===== src/rtl/buf_addr_pool.sv =====
// Free-buffer address pool: fills itself with NUM_BUFS buffer addresses after reset, then issues and recycles them in FIFO order.
// Optional return-address validation is enabled by defining BUF_ADDR_POOL_CHECK_EN.
module buf_addr_pool #(
  parameter int                    ADDR_WIDTH = 32,
  parameter logic [ADDR_WIDTH-1:0] BASE_ADDR  = '0,
  parameter int                    BUF_SIZE   = 2048,
  parameter int                    NUM_BUFS   = 64
) (
  input  logic                          clk,
  input  logic                          reset,
  output logic [ADDR_WIDTH-1:0]         m_tdata,
  output logic                          m_tvalid,
  input  logic                          m_tready,
  input  logic [ADDR_WIDTH-1:0]         r_tdata,
  input  logic                          r_tvalid,
  output logic                          r_tready,
  output logic [$clog2(NUM_BUFS):0]     free_count,
  output logic                          init_done,
  output logic                          err_bad_return
);

  localparam int                PTR_W    = $clog2(NUM_BUFS);
  localparam int                CNT_W    = PTR_W + 1;
  localparam int                SHIFT    = $clog2(BUF_SIZE);
  localparam logic [CNT_W-1:0]  FULL     = CNT_W'(NUM_BUFS);
  localparam logic [PTR_W-1:0]  LAST_IDX = PTR_W'(NUM_BUFS - 1);

  typedef enum logic {INIT, RUN} state_t;

  state_t                  state, next_state;
  logic [ADDR_WIDTH-1:0]   mem [NUM_BUFS];
  logic [PTR_W-1:0]        wr_ptr, rd_ptr, fill_idx;
  logic [CNT_W-1:0]        count;
  logic                    fill, pop, ret_hs, ret_ok, push, mem_we;
  logic [ADDR_WIDTH-1:0]   mem_wdata;

  // Buffer idx address; BUF_SIZE is a power of two so the multiply is a shift.
  function automatic logic [ADDR_WIDTH-1:0] fill_addr(input logic [PTR_W-1:0] idx);
    return BASE_ADDR + (ADDR_WIDTH'(idx) << SHIFT);
  endfunction

`ifdef BUF_ADDR_POOL_CHECK_EN
  localparam logic [ADDR_WIDTH:0] SPAN = (ADDR_WIDTH + 1)'(NUM_BUFS) << SHIFT;

  // Span compare is one bit wider so a pool reaching the top of the address space still works.
  function automatic logic addr_ok(input logic [ADDR_WIDTH-1:0] addr);
    logic [ADDR_WIDTH-1:0] off;
    off = addr - BASE_ADDR;
    return (addr >= BASE_ADDR) && ((ADDR_WIDTH + 1)'(off) < SPAN) && (off[SHIFT-1:0] == '0);
  endfunction

  logic err_q;

  always_ff @(posedge clk) begin
    if (reset) err_q <= 1'b0;
    else       err_q <= ret_hs & ~ret_ok;
  end

  assign ret_ok         = addr_ok(r_tdata);
  assign err_bad_return = err_q;
`else
  assign ret_ok         = 1'b1;
  assign err_bad_return = 1'b0;
`endif

  always_ff @(posedge clk) begin
    if (reset) state <= INIT;
    else       state <= next_state;
  end

  always_comb begin
    next_state = state;
    fill       = 1'b0;
    m_tvalid   = 1'b0;
    r_tready   = 1'b0;
    m_tdata    = '0;
    case (state)
      INIT: begin
        fill = 1'b1;
        if (fill_idx == LAST_IDX) next_state = RUN;
      end
      RUN: begin
        m_tvalid = (count != '0);
        r_tready = (count < FULL);
        if (count != '0) m_tdata = mem[rd_ptr];
      end
      default: next_state = INIT;
    endcase
  end

  assign pop        = m_tvalid & m_tready;
  assign ret_hs     = r_tvalid & r_tready;
  assign push       = ret_hs & ret_ok;
  assign mem_we     = fill | push;
  assign mem_wdata  = fill ? fill_addr(fill_idx) : r_tdata;
  assign free_count = count;
  assign init_done  = (state == RUN);

  always_ff @(posedge clk) begin
    if (reset) begin
      wr_ptr   <= '0;
      rd_ptr   <= '0;
      fill_idx <= '0;
      count    <= '0;
    end else begin
      if (fill)   fill_idx <= fill_idx + PTR_W'(1);
      if (mem_we) wr_ptr   <= wr_ptr + PTR_W'(1);
      if (pop)    rd_ptr   <= rd_ptr + PTR_W'(1);
      case ({mem_we, pop})
        2'b10:   count <= count + CNT_W'(1);
        2'b01:   count <= count - CNT_W'(1);
        default: count <= count;
      endcase
    end
  end

  // Storage carries no reset: pointers and count define which entries are live.
  always_ff @(posedge clk) begin
    if (mem_we) mem[wr_ptr] <= mem_wdata;
  end

endmodule


===== config.mk =====
export PLATFORM = sky130hd
export DESIGN_NAME = buf_addr_pool
export DESIGN_NICKNAME = d
export VERILOG_FILES = /design/src/rtl/buf_addr_pool.sv
export SDC_FILE = /design/constraint.sdc
export NUM_CORES = 2
export LEC_CHECK = 0
export ABC_CLOCK_PERIOD_IN_PS = 4700
export CAP_MARGIN = 25
export CELL_PAD_IN_SITES_DETAIL_PLACEMENT = 0
export CELL_PAD_IN_SITES_GLOBAL_PLACEMENT = 1
export CORE_ASPECT_RATIO = 0.6
export CORE_MARGIN = 4
export CORE_UTILIZATION = 50
export DETAILED_ROUTE_END_ITERATION = 7
export GPL_TIMING_DRIVEN = 1
export PLACE_DENSITY = 0.79
export SYNTH_ARGS = -nofsm -noshare
export SYNTH_HDL_FRONTEND = slang
export SYNTH_SLANG_ARGS = --single-unit

===== constraint.sdc =====
create_clock -name clk -period 4.7 [get_ports clk]
set_input_delay 0.705 -clock clk [delete_from_list [all_inputs] [get_ports clk]]
set_output_delay 0.705 -clock clk [all_outputs]
set_load 0.03 [all_outputs]

==> flow_summary_export.csv <==
group,metric,value,unit
worst_setup_path,critPathKind,"reg2out",
timing,rsz0062_at_grt,"true",
place,gp_congestion,0.8326,
global_routing,top_usage_layer,"met1",
cts,ctsLongestPathBuffers,3,
timing,setup_violations,0,
yosys,yosys.area.top_type,"edfxtp_1",
global_routing,grt_pass1_vias,38678,
drt,final_antenna_net_count,0,
power_and_ir_drop,power_leakage,29.48,nW
power_and_ir_drop,cellPowerDensity,385.4,nW/um2
floorplan,die_area,166800,um2
floorplan,ios,79,
worst_setup_path,cp-end-kind,"output pin",
yosys,yosys_warnings,0,
yosys,synth_top_flop_cell,"edfxtp_1",
yosys,syn_area,80040,um2
worst_setup_path,crit_arrival,3940,ps
floorplan,die_x,524.5,um
global_routing,grt_util_met2,34.83,%
cells_and_area,nNetsFinal,3870,
global_routing,grtUsageTotal,25.57,%
floorplan,start_util,50.45,%
timing,finalHoldViolCount,0,
yosys,seq_area_frac_synth,77.64,%
timing,fin_crit,4640,ps
global_routing,grt_use_met1,38.68,%
timing,hold_slack,521.8,ps
yosys,avgSynthCellArea,22.93,um2
drt,dr.pass1.iters,7,
cts,insertion_delay,800,ps
min_path,hp-class,"reg2reg",
floorplan,row_count,113,
cts,path_clk_slew,80,ps
yosys,synth_area_leaders,"edfxtp_1, mux4_2, mux2i_1, dfxtp_1, a22oi_1",
floorplan,die_h,317.9,um
cts,cts_max_level,4,
yosys,synthDistinctLibCells,53,
place,hpwl,120900,um
global_routing,grtUsageMet3,10.01,%
yosys,synth_top_area_share,76.84,%
timing,fmax,0.2155,GHz
cts,cts.sinks,2080,
yosys,synth-async-reset-ratio,0,%
cells_and_area,final_common_cell,"edfxtp_1",
yosys,synth-edff-count,2048,
flow_run,maxCapViolCount,0,
cts,cts_tree,"done",
global_routing,grt_pass1_wl,300400,um
drt,vias_per_cell,6.495,
timing,clock_skew,34.08,ps
worst_setup_path,required,3990,ps
cts,cts_buffers,172,
timing,setup_tns,0,ps
yosys,ys_ff_latch,2080,
cells_and_area,area_growth,15.39,%
timing,min_period_over_period,98.73,%
drt,num_vias,39630,
timing,slew_headroom,32.80,%
cells_and_area,final_cell_mix,"edfxtp_1, mux4_2, buf_4, clkbuf_16, mux2i_1",
worst_setup_path,worstPathMaxFanout,45,
drt,wl_per_cell,35.13,um
floorplan,core,158600,um2
worst_setup_path,worst_setup_path_start_kind,"flop",
drt,first_iter_violations,6837,
timing,tightest_slew,1008,ps
timing,final_max_slew_viol_count,0,
cts,clock-root-buffer,"clkbuf_16",
global_routing,grt_max_degree,71,
place,port_buffers,77,
yosys,syn-num-nets,3532,
yosys,syn_inst,3490,
run_status,outcome,"finished, final reports clean",
power_and_ir_drop,ir_worst_vdd,0.0003973,V
drt,routed_wl,214400,um
drt,post-route-drc-count,0,
global_routing,overflow,0,
cells_and_area,drive_gt1_share,31.43,%
global_routing,antenna_found_initial,6,
## metrics by stage
step / instance area, um2 / util, % / worst slack, ps / cells / power [mW]
after detailed placement: 85630 / 53.98 / -1.821 / 5740 / 21.08
after global routing: 92350 / 58.22 / -43.74 / 6101 / 36.61
after global placement: 85280 / 53.76 / -29.29 / 5723 / 21.07
final: 92360 / 58.22 / 59.55 / 6102 / 35.59
after CTS: 91750 / 57.83 / 3.980 / 6069 / 35.74
after floorplan: 80040 / - / 809.6 / 3490 / 20.85
## synthesized netlist by cell type (3+ instances only)
library cell,n
a221oi_1,3
a22oi_1,67
or2_2,4
clkbuf_1,52
a211oi_1,25
xor2_1,14
ha_1,6
nor2b_1,50
nand2_1,46
buf_2,61
o22ai_1,16
nand3_1,12
a21oi_1,46
o221ai_1,3
inv_1,5
buf_1,22
mux4_2,554
mux2i_1,109
edfxtp_1,2048
buf_6,9
nand4_1,4
or3b_2,3
o21ai_0,27
nand2b_1,8
mux2_2,7
nor3_1,7
o31ai_1,6
buf_4,47
dfxtp_1,32
nor2_1,102
a22o_1,8
or3_1,7
xnor2_1,4
and2_1,29
a31oi_1,20
## sequential cells by signal, indices dropped and copies added (netlist names), named ones only
signal,cells
fill_idx,6
free_count,7
init_done,1
mem,2048
rd_ptr,6
wr_ptr,6
## final cells by class
class / instances / area (um2)
Clock buffer: 207 / 4539
Sequential cell: 2080 / 62160
Multi-Input combinational cell: 1213 / 17510
Clock inverter: 113 / 1255
Timing Repair Buffer: 356 / 4210
Inverter: 5 / 22.52
Antenna cell: 1 / 2.502
Fill cell: 10993 / 66280
Tap cell: 2127 / 2661
## where the power goes
part | internal (mW) | total [mW] | switching (mW)
clock | 8.22 | 14.9 | 6.68
sequential | 20.2 | 20.2 | 0.0387
combinational | 0.154 | 0.450 | 0.296
total | 28.6 | 35.6 | 7.01
## final timing paths
kind / endpoint / startpoint / cells past startpoint / slack [ps]
worst max-delay path: m_tdata[14] / flop / 9 / 60
worst min-delay path: flop / rd_ptr[5]$_SDFFE_PP0N_ / 2 / 520
worst max register to register: free_count[4]$_SDFFE_PP0P_ / free_count[1]$_SDFFE_PP0P_ / 14 / 760
worst min register to register: flop / rd_ptr[5]$_SDFFE_PP0N_ / 2 / 520
## worst max-delay path, stage by stage, from the launching register on
cell and delay [ps]:
dfxtp_4 590, buf_12 270, buf_16 310, mux4_2 260, mux2i_1 100, o22ai_1 580
o31ai_2 170, buf_4 180, a31oi_1 440, buf_12 190
## metal layers
metal | part of all wire, % | routed length (um)
met5 | 0 | 0
met4 | 2.5 | 5404
met3 | 16 | 35330
met2 | 43 | 91360
met1 | 38 | 82290
## what timing repair did
item / 4_1_cts / 5_1_grt
cloned: 2 / 3
hold buffers: 0 / 0
pin swaps: 3 / 3
gates resized for setup: 34 / 30
endpoints found under the setup margin: 31 / 25
setup buffers: 7 / 19
## cells by family after synthesis
logic type                 after synthesis  synth area share (%)
buffers and inverters                  197                 1.332
adders and majority gates                6               0.09379
and+or+nand+nor                        283                 1.738
muxes                                  670                 17.05
AOI/OAI and AO/OA                      235                 1.946
xor gates and xnor gates                18                0.1970
other                                    1              0.004685
DFF                                   2080                 77.64
Note: power is estimated with default switching activity, not from simulation.
